`config.mk`:
```
export PLATFORM = sky130hd
export DESIGN_NAME = button_array
export DESIGN_NICKNAME = d
export VERILOG_FILES = /design/src/rtl/button_array.sv
export SDC_FILE = /design/constraint.sdc
export NUM_CORES = 1
export LEC_CHECK = 0
export BUFFER_PORTS_ARGS = -buffer_cell sky130_fd_sc_hd__buf_2
export CAP_MARGIN = 20
export CORE_MARGIN = 8
export CORE_UTILIZATION = 63
export CTS_CLUSTER_DIAMETER = 30
export DETAILED_ROUTE_END_ITERATION = 6
export MAX_ROUTING_LAYER = met4
export PLACE_DENSITY_LB_ADDON = 0.2
export SYNTH_ARGS = -nofsm -noshare
export SYNTH_HDL_FRONTEND = slang
export SYNTH_SLANG_ARGS = --single-unit
```
`constraint.sdc`:
```
create_clock -name clk -period 7.1 [get_ports clk]
set_input_delay 0.71 -clock clk [delete_from_list [all_inputs] [get_ports clk]]
set_output_delay 0.71 -clock clk [all_outputs]
set_load 0.005 [all_outputs]
```
`src/rtl/button_array.sv`:
```
`timescale 1ns/1ps
`default_nettype none
// ============================================================================
// Module   : button_array
// Purpose  : Multi-channel pushbutton conditioner. Each channel has a 2-flop
//            synchroniser and an independent debounce FSM with a symmetric
//            press/release filter and optional auto-repeat while held.
//
// Ports    : clk          in   system clock, rising edge
//            rst          in   asynchronous active-high reset
//            btn          in   [N_BTN] raw bouncing levels, 1 = pressed
//            repeat_en    in   [N_BTN] per-channel auto-repeat enable
//            level        out  [N_BTN] debounced level, registered
//            press        out  [N_BTN] one-cycle pulse on accepted press and on
//                              every auto-repeat, registered
//            btn_release  out  [N_BTN] one-cycle pulse on accepted release,
//                              registered ("release" is a reserved word in
//                              SystemVerilog, hence the prefixed name)
//
// Revision : 1.0  initial release
// ============================================================================
module button_array #(
    parameter int N_BTN           = 5,
    parameter int DEBOUNCE_PERIOD = 1000000,
    parameter int REPEAT_DELAY    = 50000000,
    parameter int REPEAT_PERIOD   = 10000000
) (
    input  logic             clk,
    input  logic             rst,
    input  logic [N_BTN-1:0] btn,
    input  logic [N_BTN-1:0] repeat_en,
    output logic [N_BTN-1:0] level,
    output logic [N_BTN-1:0] press,
    output logic [N_BTN-1:0] btn_release
);

    // One counter serves debounce and both repeat phases, so it is sized for
    // the largest of the three terminal counts.
    localparam int c_MAX_AB = (DEBOUNCE_PERIOD > REPEAT_DELAY) ? DEBOUNCE_PERIOD : REPEAT_DELAY;
    localparam int c_MAX    = (c_MAX_AB > REPEAT_PERIOD) ? c_MAX_AB : REPEAT_PERIOD;
    localparam int CNT_W    = $clog2(c_MAX + 1);

    localparam logic [CNT_W-1:0] c_DB_LAST  = CNT_W'(DEBOUNCE_PERIOD - 1);
    localparam logic [CNT_W-1:0] c_RD_LAST  = CNT_W'(REPEAT_DELAY - 1);
    localparam logic [CNT_W-1:0] c_RP_LAST  = CNT_W'(REPEAT_PERIOD - 1);
    localparam logic [CNT_W-1:0] c_CNT_ZERO = '0;
    localparam logic [CNT_W-1:0] c_CNT_ONE  = CNT_W'(1);

    typedef enum logic [1:0] {
        S_IDLE     = 2'd0,
        S_PRESS_DB = 2'd1,
        S_HELD     = 2'd2,
        S_REL_DB   = 2'd3
    } state_t;

    generate
        for (genvar gi = 0; gi < N_BTN; gi++) begin : g_ch

            logic             r_sync1;
            logic             r_sync2;
            state_t           r_state;
            state_t           w_state_nxt;
            logic [CNT_W-1:0] r_cnt;
            logic [CNT_W-1:0] w_cnt_nxt;
            logic             r_phase;      // 0 = first-repeat delay, 1 = repeat period
            logic             w_phase_nxt;
            logic             r_level;
            logic             w_level_nxt;
            logic             r_press;
            logic             w_press_nxt;
            logic             r_rel;
            logic             w_rel_nxt;

            // ---------------------------------------------------------------
            // Two-flop synchroniser; the FSM only ever looks at r_sync2.
            // ---------------------------------------------------------------
            always_ff @(posedge clk or posedge rst) begin
                if (rst) begin
                    r_sync1 <= 1'b0;
                    r_sync2 <= 1'b0;
                end else begin
                    r_sync1 <= btn[gi];
                    r_sync2 <= r_sync1;
                end
            end

            // ---------------------------------------------------------------
            // State and output registers.
            // ---------------------------------------------------------------
            always_ff @(posedge clk or posedge rst) begin
                if (rst) begin
                    r_state <= S_IDLE;
                    r_cnt   <= '0;
                    r_phase <= 1'b0;
                    r_level <= 1'b0;
                    r_press <= 1'b0;
                    r_rel   <= 1'b0;
                end else begin
                    r_state <= w_state_nxt;
                    r_cnt   <= w_cnt_nxt;
                    r_phase <= w_phase_nxt;
                    r_level <= w_level_nxt;
                    r_press <= w_press_nxt;
                    r_rel   <= w_rel_nxt;
                end
            end

            // ---------------------------------------------------------------
            // Next-state and next-output logic. Every terminal compare either
            // clears the counter or leaves the counting state, so the counter
            // can never wrap.
            // ---------------------------------------------------------------
            always_comb begin
                w_state_nxt = r_state;
                w_cnt_nxt   = r_cnt;
                w_phase_nxt = r_phase;
                w_level_nxt = r_level;
                w_press_nxt = 1'b0;
                w_rel_nxt   = 1'b0;

                case (r_state)
                    S_IDLE: begin
                        w_level_nxt = 1'b0;
                        if (r_sync2) begin
                            w_state_nxt = S_PRESS_DB;
                            w_cnt_nxt   = c_CNT_ONE;
                        end else begin
                            w_cnt_nxt   = c_CNT_ZERO;
                        end
                    end

                    S_PRESS_DB: begin
                        if (!r_sync2) begin
                            // Bounce: drop back silently.
                            w_state_nxt = S_IDLE;
                            w_cnt_nxt   = c_CNT_ZERO;
                        end else if (r_cnt == c_DB_LAST) begin
                            w_state_nxt = S_HELD;
                            w_press_nxt = 1'b1;
                            w_level_nxt = 1'b1;
                            w_cnt_nxt   = c_CNT_ZERO;
                            w_phase_nxt = 1'b0;
                        end else begin
                            w_cnt_nxt   = r_cnt + c_CNT_ONE;
                        end
                    end

                    S_HELD: begin
                        if (!r_sync2) begin
                            w_state_nxt = S_REL_DB;
                            w_cnt_nxt   = c_CNT_ONE;
                        end else if (!repeat_en[gi]) begin
                            // Disabled repeat parks the timer at the start of
                            // the delay phase so re-enabling starts afresh.
                            w_cnt_nxt   = c_CNT_ZERO;
                            w_phase_nxt = 1'b0;
                        end else if (r_cnt == (r_phase ? c_RP_LAST : c_RD_LAST)) begin
                            w_press_nxt = 1'b1;
                            w_cnt_nxt   = c_CNT_ZERO;
                            w_phase_nxt = 1'b1;
                        end else begin
                            w_cnt_nxt   = r_cnt + c_CNT_ONE;
                        end
                    end

                    S_REL_DB: begin
                        if (r_sync2) begin
                            // Release bounce: back to held, repeat timing
                            // restarts from the delay phase.
                            w_state_nxt = S_HELD;
                            w_cnt_nxt   = c_CNT_ZERO;
                            w_phase_nxt = 1'b0;
                        end else if (r_cnt == c_DB_LAST) begin
                            w_state_nxt = S_IDLE;
                            w_rel_nxt   = 1'b1;
                            w_level_nxt = 1'b0;
                            w_cnt_nxt   = c_CNT_ZERO;
                        end else begin
                            w_cnt_nxt   = r_cnt + c_CNT_ONE;
                        end
                    end

                    default: begin
                        w_state_nxt = S_IDLE;
                        w_cnt_nxt   = c_CNT_ZERO;
                        w_phase_nxt = 1'b0;
                        w_level_nxt = 1'b0;
                    end
                endcase
            end

            assign level[gi]       = r_level;
            assign press[gi]       = r_press;
            assign btn_release[gi] = r_rel;

        end
    endgenerate

endmodule
`default_nettype wire

```
==> key figures, run 1 <==
Clock tree
  – Maximum count of clock buffers along a single path: 2
  – CTS clk-pin slew, worst paths: 0.07 ns
  – Maximum level of the CTS H-tree: 4
  – Post_cts resized: 0
  – Hold-fix buffers at CTS: 0
  – Post-CTS setup buffer count: 0
  – Clock latency of the later-clocked register in the worst-skew pair: 0.43 ns
  – CTS tree: yes
  – Clock root buffer: clkbuf_16
  – Sink count of the clock tree: 170
  – Inserted Clock Buffers: 17

Setup path
  – Cell count of the worst reg-to-reg path: 6
  – Critical path arrival: around 3.1 ns
  – Category of the worst setup path capture point: register
  – Critical path startpoint category: register
  – Minimum setup slack among reg-to-reg paths: between 4 and 5 ns
  – Setup CP Type: register to register
  – Reg-to-Reg Start: g_ch[4].r_cnt[20]
  – Highest net fanout along the worst path: 14
  – Terminus of the critical flop-to-flop path: g_ch[4].r_cnt[19]
  – Worst path required time: 7.37 ns

Run
  – Max capacitance violation total: 0

Cells and area
  – Footprint of the flip-flops and latches: 4250 um^2
  – Final layout net count: 1054
  – Summed area of non-filler cells in the final layout: 10300 um^2
  – Fillers: 1141
  – Multi-input gate area: 4870 um^2
  – Area Growth Syn to Fin: 7.56%
  – Share of cells above drive strength 1: ~8.0%
  – Number of antenna diodes: 0

STA
  – Skew final: 0.00649 ns
  – Total setup violations reported at the end of the flow: 0
  – RSZ-0062 raised after global routing: no
  – Aggregate negative setup slack: 0 ns
  – Slew at the pin closest to its max-slew limit: around 1.2 ns
  – Max-slew violation total from the final report: 0
  – Max-slew headroom at the worst pin: 22.3%
  – Final hold violations: 0
  – Time the worst path needs with I/O delays and setup: 2.87 ns
  – Fin crit share: 40.4%
  – F_max: 0.349 GHz

Routing
  – Initial DRC count: between 400 and 500
  – Detailed-route DRC error count: 0
  – Via count: 7369
  – Number of vias per cell after detailed routing: 6.08
  – Total wirelength of the detailed-routed design: 19000 um
  – Average wire per standard cell: approximately 16 um
  – Antenna violation net count after detailed routing: 0
  – Count of TritonRoute iterations in the first routing pass: 5

Place
  – HPWL reported at the end of detailed placement: ~13000 um
  – Placed instance area: 9640 um^2
  – Final Wtd Congestion: 0.912
  – I/O Buffers: 26

GRT
  – Total routing usage reported by global routing: a little over a fifth
  – Vias in the first global route: 7012
  – Wire length of the first global-routing pass: ~33000 um
  – Pin count of the biggest net entering global routing: 101
  – Total grt overflow: 0
  – Number of antenna violations at the first check in global routing: 0

Logic synthesis
  – Warnings, synthesis: 0
  – Most instantiated flip-flop cell in the synthesis netlist: dfrtp_1
  – Number of standard cells after synthesis: roughly 1000
  – Number of register bits inferred by synthesis: between 150 and 200
  – Cell area after synthesis: between 9000 and 10000 um^2
  – Net count after synthesis: 1054
  – Count of different cell masters after synthesis: 69
  – Average cell area after synthesis: 9.42 um^2
  – Async S/R FF share, synth: 100%
  – Share of the yosys chip area belonging to registers: 44.6%
  – Number of synthesized flops with an enable pin: 0

Die
  – Cell row count: 45
  – Die area: 19300 um^2
  – Width of the chip: 139 um
  – Number of top-level pins: 27
  – Floorplan Core Area: between 10000 and 15000 um^2
  – Die boundary height: about 140 um
  – Effective utilization at floorplan: 63.7%

Pwr
  – Power density over the cells: 269 nW/um^2
  – Leakage: 4.25 nW
  – Worst vdd ir: 0.173 mV

Worst hold path
  – Worst hold path endpoint: g_ch[3].r_sync2
  – Worst min path class: register to register
  – Cell depth of the worst min-delay path: 0
  – Hold Startpoint: g_ch[3].r_sync1

Status
  – Run status: finished clean
## worst max-delay path, stage by stage, from the launching register on
cell and delay [ns]:
dfrtp_1 0.46, or4b_1 0.59, nor4_4 0.39, a21oi_1 0.23
a31oi_2 0.63, buf_4 0.32, nor3_1 0.08
## how the worst max path moves through the flow
stage	startpoint	end	slack, ns
after floorplan	rst	asynchronous set/reset pin	1.79
after global placement	g_ch[0].r_cnt[11]	g_ch[0].r_cnt[22]	4.30
after detailed placement	g_ch[0].r_cnt[11]	g_ch[0].r_cnt[14]	4.24
after CTS	g_ch[0].r_cnt[11]	g_ch[0].r_cnt[2]	4.23
after global routing	g_ch[4].r_cnt[20]	g_ch[4].r_cnt[19]	4.03
final	g_ch[4].r_cnt[20]	g_ch[4].r_cnt[19]	4.23
## layer usage
metal	share of wire, %	wire [um]	vias to the layer above	global-route usage (%)
met2	47	8890	157	31.1
li1	-	-	3581	-
met5	0	0	-	-
met1	48	9180	3604	27.9
met3	3.6	683	27	4.27
met4	1.5	284	0	7.74
## cells in the final DEF, fill, tap and decap left out, types with 5 or more instances in the layout
cell type / netlist / final
a211oi_1: 7 / 7
nor2_1: 133 / 133
nand2_1: 70 / 70
or4_1: 9 / 9
a21oi_1: 14 / 14
nor2b_1: 6 / 6
o21ai_0: 13 / 13
xor2_1: 66 / 66
xnor2_1: 53 / 53
clkbuf_16: 0 / 17
a22o_1: 6 / 6
inv_1: 34 / 33
a31oi_1: 5 / 5
nand4_1: 38 / 38
inv_6: 0 / 6
ha_1: 30 / 30
and4_1: 9 / 9
dfrtp_1: 170 / 170
buf_2: 2 / 27
o31ai_1: 8 / 8
nand2b_1: 8 / 8
or3_1: 7 / 7
and2_1: 13 / 13
and3_1: 28 / 28
nand4b_1: 7 / 7
nand3_1: 60 / 60
nor3b_1: 8 / 8
nor4_1: 32 / 32
nor3_1: 51 / 51
nor4b_1: 8 / 8
## sequential cells by signal, summed over array words and instances, names as in the netlist, named ones only
signal / count
g_ch.r_press: 5
g_ch.r_state: 5
g_ch.r_rel: 5
g_ch.r_phase: 5
g_ch.r_cnt: 130
g_ch.r_sync1: 5
g_ch.r_sync2: 5
g_ch.r_level: 5
## report_power, final
| part | internal (mW) | total (mW) | switching, mW |
|---|---|---|---|
| Clock | 0.541 | 0.931 | 0.390 |
| Combinational | 0.259 | 0.726 | 0.467 |
| Sequential | 1.03 | 1.10 | 0.0696 |
## cells by family after synthesis
family          after synthesis  share of synthesized area (%)
mux                           4                          0.420
compound gates               99                           7.97
xor+xnor                    119                           10.9
fa+ha+maj                    30                           3.94
buf+inv                      84                           4.37
flops                       170                           44.6
simple gates                506                           27.8
## synthesized netlist by cell type (13+ instances only)
library cell,number,area share [%]
a21oi_1,14,0.73
and2_1,13,0.85
and3_1,28,1.8
buf_4,15,1.2
clkbuf_1,28,1.1
dfrtp_1,170,45
ha_1,30,3.9
inv_1,34,1.3
nand2_1,70,2.8
nand3_1,60,3.1
nand4_1,38,2.5
nor2_1,133,5.2
nor3_1,51,2.7
nor4_1,32,2.1
o21ai_0,13,0.68
xnor2_1,53,4.9
xor2_1,66,6.1
## cell type report
cell class	count	share of cell area, %
Clock buffer	20	4.45
Timing Repair Buffer	31	1.66
Clock inverter	12	1.32
Sequential cell	170	41.5
Multi-Input combinational cell	758	47.5
Tap cell	188	2.29
Inverter	34	1.29
## per-stage QoR
stage	setup WS (ns)	cells	util (%)	hold slack [ns]	power, mW
detailed placement	4.24	1178	64.4	0.335	1.82
CTS	4.23	1210	68.3	0.351	2.77
floorplan	1.79	1012	-	0.331	1.71
finish	4.23	1213	68.5	0.346	2.75
global route	4.03	1213	68.5	0.357	2.91
global placement	4.30	1178	64.4	0.332	1.81
No activity file was read; power rests on OpenSTA's default activity.
==> inputs of run 2 (changes only) <==
--- a/config.mk
+++ b/config.mk
@@ -8,7 +8,7 @@
 export BUFFER_PORTS_ARGS = -buffer_cell sky130_fd_sc_hd__buf_2
 export CAP_MARGIN = 20
 export CORE_MARGIN = 8
-export CORE_UTILIZATION = 63
+export CORE_UTILIZATION = 57
 export CTS_CLUSTER_DIAMETER = 30
 export DETAILED_ROUTE_END_ITERATION = 6
 export MAX_ROUTING_LAYER = met4
==> constraint.sdc (replaced) <==
create_clock -name clk -period 2.4 [get_ports clk]
set_input_delay 0.24 -clock clk [delete_from_list [all_inputs] [get_ports clk]]
set_output_delay 0.24 -clock clk [all_outputs]
set_load 0.005 [all_outputs]
==> run 2 against run 1 <==
  * Clock skew grew 0.0031 ns
  * Register-to-register slack lost 4.2 ns
  * First-iteration DRC count grew 21%
  * Sequential share of layout area shrank 1.8 points
  * Non-clock buffer count grew 40
  * Cell count grew 6.0%
  * Global-route usage shrank 1.6 points
  * Count of clock-buffer cells in the layout shrank 3
  * Maximum frequency grew 23%
  * Design area grew 4.5%
  * Critical path depth shrank 1
  * Largest cell class unchanged
  * Highest routed layer unchanged
==> key figures, run 2 (synthesis gave the netlist of run 1 again) <==
Clock tree
  – Sink count of the clock tree: 170 (unchanged)
  – CTS clk-pin slew, worst paths: 0.07 ns (about the same)
  – Clock root buffer: clkbuf_16 (unchanged)
  – Maximum count of clock buffers along a single path: 2 (unchanged)
  – Clock latency of the later-clocked register in the worst-skew pair: 0.44 ns (was 0.43 ns)
  – Inserted Clock Buffers: 17 (unchanged)
  – Maximum level of the CTS H-tree: 4 (unchanged)
  – CTS tree: yes (unchanged)

Routing
  – Initial DRC count: 569 (was 470)
  – Average wire per standard cell: 15.2 um (was 15.7 um)
  – Top routing layer in use: met4 (unchanged)
  – Met2 WL: 8860 um (was 8890 um)
  – Detailed-route DRC error count: 0 (unchanged)
  – Via count: 7461 (was 7369)
  – Routed length on met3: 830 um (was 683 um)
  – Post-Route M1 WL: 9500 um (was 9180 um)
  – Count of TritonRoute iterations in the first routing pass: 5 (unchanged)
  – Antenna violation net count after detailed routing: 0 (unchanged)
  – Total wirelength of the detailed-routed design: 19500 um (was 19000 um)
  – Number of vias per cell after detailed routing: 5.80 (was 6.08)

STA
  – F_max: 0.429 GHz (was 0.349 GHz)
  – Fin crit share: 97.0% (was 40.4%)
  – Final hold violations: 0 (unchanged)
  – Time the worst path needs with I/O delays and setup: 2.33 ns (was 2.87 ns)
  – Worst hold slack: 0.0673 ns (was 0.346 ns)
  – Aggregate negative setup slack: 0 ns (unchanged)
  – Total setup violations reported at the end of the flow: 0 (unchanged)
  – Slew at the pin closest to its max-slew limit: 0.718 ns (was 1.17 ns)
  – Skew final: 0.00958 ns (was 0.00649 ns)
  – Max-slew headroom at the worst pin: 52.0% (was 22.3%)
  – Max-slew violation total from the final report: 0 (unchanged)
  – RSZ-0062 raised after global routing: yes (was no)

GRT
  – Total grt overflow: 0 (unchanged)
  – Pin count of the biggest net entering global routing: 53 (was 101)
  – Vias in the first global route: 7105 (was 7012)
  – Total routing usage reported by global routing: 19.3% (was 20.9%)
  – Number of antenna violations at the first check in global routing: 0 (unchanged)
  – Wire length of the first global-routing pass: 33700 um (was 33100 um)

Die
  – Die boundary height: 145 um (was 139 um)
  – Floorplan Core Area: 16500 um^2 (was 15000 um^2)
  – Die area: 21100 um^2 (was 19300 um^2)
  – Width of the chip: 145 um (was 139 um)
  – Effective utilization at floorplan: 57.9% (was 63.7%)
  – Number of top-level pins: 27 (unchanged)
  – Cell row count: 47 (was 45)

Cells and area
  – Area Growth Syn to Fin: 12.4% (was 7.56%)
  – Flip-flop count of the largest register, all copies and words added: 130 (unchanged)
  – Final layout net count: 1095 (was 1054)
  – Summed area of non-filler cells in the final layout: 10700 um^2 (was 10300 um^2)
  – Most frequent cells in the layout: dfrtp_1, nor2_1, nand2_1 (unchanged)
  – Share of cells above drive strength 1: 11.2% (was 8.00%)
  – Largest register by flop count: g_ch.r_cnt (unchanged)
  – Most common library cell in the layout ignoring fill and taps: dfrtp_1 (unchanged)
  – Number of antenna diodes: 0 (unchanged)
  – Filler-free cell count of the finished design: 1286 (was 1213)

Place
  – Cells after DPL: 1247 (was 1178)
  – HPWL reported at the end of detailed placement: 13200 um (was 12700 um)
  – Placed instance area: 10000 um^2 (was 9640 um^2)
  – I/O Buffers: 26 (unchanged)
  – Final Wtd Congestion: 0.907 (was 0.912)

Status
  – Run status: finished clean (unchanged)

Setup path
  – Critical path startpoint category: register (unchanged)
  – Ordered list of cells on the worst path: or4_1, or4_4, o31ai_4, o32a_2, nor2_1 (was or4b_1, nor4_4, a21oi_1, a31oi_2, buf_4, nor3_1)
  – Cell count of the worst reg-to-reg path: 5 (was 6)
  – Terminus of the critical flop-to-flop path: g_ch[1].r_cnt[2] (was g_ch[4].r_cnt[19])
  – Highest net fanout along the worst path: 12 (was 14)
  – Minimum setup slack among reg-to-reg paths: 0.07 ns (was 4.23 ns)
  – Reg-to-Reg Start: g_ch[1].r_cnt[22] (was g_ch[4].r_cnt[20])
  – Category of the worst setup path capture point: register (unchanged)
  – Critical path arrival: 2.65 ns (was 3.13 ns)
  – Slowest cell on the critical path: or4_4 (was a31oi_2)
  – Worst path required time: 2.72 ns (was 7.37 ns)
  – Setup CP Type: register to register (unchanged)
  – Slowest cell delay on critical path: 0.54 ns (was 0.63 ns)

Run
  – Max capacitance violation total: 0 (unchanged)

Pwr
  – Final Total Pwr: 8.40 mW (was 2.75 mW)
  – Worst vdd ir: 0.559 mV (was 0.173 mV)
  – Power density over the cells: 784 nW/um^2 (was 269 nW/um^2)
  – Leakage: 4.48 nW (was 4.25 nW)

Worst hold path
  – Hold Startpoint: repeat_en[1] (was g_ch[3].r_sync1)
  – Worst hold path endpoint: g_ch[1].r_press (was g_ch[3].r_sync2)
  – Cell depth of the worst min-delay path: 3 (was 0)
  – Worst min path class: input pin to register (was register to register)
## run 2: cell count changes in the layout (fill, tap and decap cells not counted), sizes merged, moves of 3 or more
cell	change
inv	+3
clkbuf	-4
dlygate4sd3	+6
buf	+35
## run 2: area by class of cell
| type | instances | area, um^2 |
|---|---|---|
| Sequential cell | 170 | 4250 |
| Clock inverter | 15 | 173 |
| Tap cell | 220 | 275 |
| Fill cell | 1337 | 5750 |
| Inverter | 34 | 131 |
| Clock buffer | 17 | 425 |
| Multi-Input combinational cell | 759 | 4890 |
| Timing Repair Buffer | 71 | 571 |
## run 2: stage by stage
step                      worst slack [ns]  util, %
after floorplan                   -0.00871        -
after global placement              0.0972     61.0
after detailed placement            0.0258     61.0
after CTS                           0.0260     65.0
after global routing               -0.0205     65.1
final                               0.0709     65.1
## run 2: worst max-delay path: cells and delay by family (launching register included)
| family | cells | cell delay, ns |
|---|---|---|
| DFF | 1 | 0.37 |
| and+or+nand+nor | 3 | 1.16 |
| AOI/OAI and AO/OA | 2 | 0.67 |
## run 2: power breakdown
part	leakage (nW)	switching (mW)	internal, mW
Clock	0.295	1.29	1.49
Combinational	1.86	1.44	0.938
Sequential	2.32	0.204	3.04
## run 2: how the worst max path moves through the flow
stage                                 start                         end  depth (start not counted)
after floorplan                         rst  asynchronous set/reset pin                          1
after global placement    g_ch[1].r_cnt[22]            g_ch[1].r_cnt[6]                          5
after detailed placement  g_ch[1].r_cnt[22]            g_ch[1].r_cnt[5]                          5
after CTS                 g_ch[1].r_cnt[22]            g_ch[1].r_cnt[5]                          5
after global routing      g_ch[1].r_cnt[22]            g_ch[1].r_cnt[2]                          5
final                     g_ch[1].r_cnt[22]            g_ch[1].r_cnt[2]                          5
## run 2: repair_timing
action | CTS | global route
endpoints found under the setup margin | 0 | 43
endpoints found under the hold margin | 32 | 0
setup buffers | 0 | 0
hold buffers | 6 | 0
gates resized for setup | 0 | 1
## run 2: routing by layer
metal	vias to the layer above	global-route usage, %
met4	0	6.09
met2	165	28.5
met5	-	-
met3	26	4.10
met1	3593	26.3
li1	3677	-
==> inputs of run 3 (changes only) <==
--- a/config.mk
+++ b/config.mk
@@ -5,6 +5,7 @@
 export SDC_FILE = /design/constraint.sdc
 export NUM_CORES = 1
 export LEC_CHECK = 0
+export ABC_AREA = 1
 export BUFFER_PORTS_ARGS = -buffer_cell sky130_fd_sc_hd__buf_2
 export CAP_MARGIN = 20
 export CORE_MARGIN = 8
==> run 3 against run 2 <==
  * Sequential power grew 1%
  * Non-clock buffer count down 32
  * Clock power down 3%
  * Cell count grew 35%
  * Power decreased by 2.8%
  * Largest power group unchanged
==> key figures, run 3 <==
Pwr
  – Final Total Pwr: 8.16 mW (was 8.40 mW)
  – Worst vdd ir: 0.603 mV (was 0.559 mV)
  – Leakage: 5.37 nW (was 4.48 nW)
  – Power density over the cells: 704 nW/um^2 (was 784 nW/um^2)

STA
  – Total setup violations reported at the end of the flow: 0 (unchanged)
  – Slew at the pin closest to its max-slew limit: 0.479 ns (was 0.718 ns)
  – Max-slew headroom at the worst pin: 68.0% (was 52.0%)
  – Skew final: 0.0107 ns (was 0.00958 ns)
  – Final hold violations: 0 (unchanged)
  – RSZ-0062 raised after global routing: no (was yes)
  – Aggregate negative setup slack: 0 ns (unchanged)
  – F_max: 0.468 GHz (was 0.429 GHz)
  – Max-slew violation total from the final report: 0 (unchanged)
  – Slack of the critical path: 0.262 ns (was 0.0709 ns)
  – Worst hold slack: 0.0790 ns (was 0.0673 ns)
  – Fin crit share: 89.1% (was 97.0%)
  – Time the worst path needs with I/O delays and setup: 2.14 ns (was 2.33 ns)

Cells and area
  – Most frequent cells in the layout: nand2_1, nor2_1, inv_1 (was dfrtp_1, nor2_1, nand2_1)
  – Summed area of non-filler cells in the final layout: 11600 um^2 (was 10700 um^2)
  – Filler-free cell count of the finished design: 1736 (was 1286)
  – Fin util: 62.6% (was 65.1%)
  – Final layout net count: 1531 (was 1095)
  – Footprint of the flip-flops and latches: 4250 um^2 (unchanged)
  – Fillers: 1668 (was 1337)
  – Most common library cell in the layout ignoring fill and taps: nand2_1 (was dfrtp_1)
  – Share of cells above drive strength 1: 8.26% (was 11.2%)
  – Flip-flop count of the largest register, all copies and words added: 130 (unchanged)
  – Multi-input gate area: 5330 um^2 (was 4890 um^2)
  – Number of antenna diodes: 0 (unchanged)
  – Largest register by flop count: g_ch.r_cnt (unchanged)
  – Area Growth Syn to Fin: 8.78% (was 12.4%)

Die
  – Effective utilization at floorplan: 57.5% (was 57.9%)
  – Width of the chip: 153 um (was 145 um)
  – Floorplan Core Area: 18500 um^2 (was 16500 um^2)
  – Cell row count: 50 (was 47)
  – Die boundary height: 153 um (was 145 um)
  – Die area: 23300 um^2 (was 21100 um^2)
  – Number of top-level pins: 27 (unchanged)

Clock tree
  – Clock root buffer: clkbuf_16 (unchanged)
  – CTS tree: yes (unchanged)
  – Post-CTS setup buffer count: 0 (unchanged)
  – Inserted Clock Buffers: 17 (unchanged)
  – Clock latency of the later-clocked register in the worst-skew pair: 0.44 ns (about the same)
  – Maximum count of clock buffers along a single path: 2 (unchanged)
  – CTS clk-pin slew, worst paths: 0.07 ns (about the same)
  – Sink count of the clock tree: 170 (unchanged)
  – Maximum level of the CTS H-tree: 4 (unchanged)

Routing
  – Antenna violation net count after detailed routing: 0 (unchanged)
  – Initial DRC count: 592 (was 569)
  – Detailed-route DRC error count: 0 (unchanged)
  – Count of TritonRoute iterations in the first routing pass: 5 (unchanged)
  – Total wirelength of the detailed-routed design: 23300 um (was 19500 um)
  – Average wire per standard cell: 13.4 um (was 15.2 um)
  – Via count: 9201 (was 7461)
  – Number of vias per cell after detailed routing: 5.30 (was 5.80)

Logic synthesis
  – Cell with the most instances after synthesis: nand2_1 (was dfrtp_1)
  – Post-synth top cells: nand2_1, nor2_1, inv_1 (was dfrtp_1, nor2_1, nand2_1)
  – Warnings, synthesis: 0 (unchanged)
  – Most instantiated flip-flop cell in the synthesis netlist: dfrtp_1 (unchanged)
  – Net count after synthesis: 1500 (was 1054)
  – Count of different cell masters after synthesis: 39 (was 69)
  – Largest area contributor in the synthesized netlist: dfrtp_1 (unchanged)
  – Area fraction in and, or, nand and nor cells after synthesis: 35.5% (was 27.8%)
  – Portion of synthesized cell area occupied by the leading cell type: 39.9% (was 44.6%)
  – Leading cell types by total area after synthesis: dfrtp_1, nand2_1, nor2_1 (was dfrtp_1, xor2_1, nor2_1)
  – Number of synthesized flops with an enable pin: 0 (unchanged)
  – Async S/R FF share, synth: 100% (unchanged)
  – Cell area after synthesis: 10700 um^2 (was 9540 um^2)
  – Fraction of the mapped netlist area in adder cells: 3.52% (was 3.94%)
  – Number of standard cells after synthesis: 1458 (was 1012)
  – Average cell area after synthesis: 7.30 um^2 (was 9.42 um^2)
  – Share of the yosys chip area belonging to registers: 39.9% (was 44.6%)
  – Multiplexer share of the synthesized area: 0% (was 0.420%)
  – Compound-cell area share of the yosys netlist: 3.99% (was 7.96%)
  – Xor and xnor fraction of the mapped netlist area: 6.99% (was 10.9%)
  – Number of register bits inferred by synthesis: 170 (unchanged)
  – Combinational family with the most area after synthesis: simple AND/OR/NAND/NOR gates (unchanged)

Place
  – Final Wtd Congestion: 0.946 (was 0.907)
  – Cells after DPL: 1698 (was 1247)
  – HPWL reported at the end of detailed placement: 17700 um (was 13200 um)
  – Placed instance area: 10900 um^2 (was 10000 um^2)
  – Worst slack at placement: 0.276 ns (was 0.0258 ns)
  – I/O Buffers: 26 (unchanged)

Setup path
  – Critical path startpoint category: register (unchanged)
  – Category of the worst setup path capture point: register (unchanged)
  – Highest net fanout along the worst path: 22 (was 12)
  – Worst path required time: 2.76 ns (was 2.72 ns)
  – Critical path arrival: 2.50 ns (was 2.65 ns)
  – Setup CP Type: register to register (unchanged)
  – Minimum setup slack among reg-to-reg paths: 0.26 ns (was 0.07 ns)

GRT
  – Wire length of the first global-routing pass: 40200 um (was 33700 um)
  – Vias in the first global route: 8933 (was 7105)
  – Total routing usage reported by global routing: 21.1% (was 19.3%)
  – Total grt overflow: 0 (unchanged)
  – Pin count of the biggest net entering global routing: 44 (was 53)
  – Number of antenna violations at the first check in global routing: 0 (unchanged)

Worst hold path
  – Worst min path class: input pin to register (unchanged)

Run
  – Max capacitance violation total: 0 (unchanged)

Status
  – Run status: finished clean (unchanged)
run 3: cell types whose count changed after synthesis, sizes merged, moves of 14 or more:
cell,before,now
o21ai,13,44
nor3,51,83
clkbuf,28,1
inv,34,224
nand3,60,96
and3,28,0
nand2,70,327
and2,14,0
nor2,137,271
xnor2,53,12
nor4,33,2
run 3: critical path, stage by stage (launching register included):
cell     delay [ns]
dfrtp_1        0.41
ha_1           0.22
nand2_1        0.09
inv_1          0.07
nand2_1        0.11
nor2_1         0.06
nand3_1        0.19
nand2_1        0.14
a21oi_2        0.24
nand2_2        0.31
nor2_1         0.21
run 3: final timing paths:
| path | start | to | cells past startpoint |
|---|---|---|---|
| max in group asynchronous | rst | g_ch[3].r_cnt[18] | 4 |
| min reg2reg | g_ch[4].r_sync1 | g_ch[4].r_sync2 | 0 |
| min | repeat_en[3] | g_ch[3].r_phase | 3 |
| max | g_ch[1].r_cnt[0] | g_ch[1].r_cnt[24] | 10 |
| max reg2reg | g_ch[1].r_cnt[0] | g_ch[1].r_cnt[24] | 10 |
| min in group asynchronous | rst | g_ch[1].r_cnt[20] | 3 |
run 3: repair_timing:
action / CTS / global route
setup endpoints to repair: 0 / 4
hold buffers: 6 / 0
gates resized for setup: 0 / 1
hold endpoints to repair: 18 / 0
run 3: kinds of logic (layout without fill, tap and decap cells):
logic type               after synthesis  in the layout
buffers and inverters                252            296
XOR/XNOR                              85             85
flip-flops                           170            170
AO/OA/AOI/OAI                         80             80
adder cells (fa/ha/maj)               30             30
AND/OR/NAND/NOR                      841            841
run 3: metal layers:
layer  routed length, um  part of all wire [%]  GRT usage, %
met5                   0                     0             -
met4                 489                   2.1          8.81
met3                1100                   4.7          3.63
met2               11000                    47          33.5
met1               10700                    46          26.2
run 3: final cells by class:
class                   instances  share of cell area (%)
clock inverters                14                    1.30
clock buffers                  18                    3.70
multi-input cells            1036                    46.0
well taps                     234                    2.53
repair buffers                 39                    2.42
flip-flops and latches        170                    36.7
inverters                     225                    7.32
run 3: power by group:
group          internal [mW]  leakage, nW  total, mW  switching, mW
combinational          0.692         2.76       2.17           1.48
sequential              3.07         2.32       3.28          0.213
clock                   1.47        0.283       2.71           1.23
total                   5.24         5.37       8.16           2.92
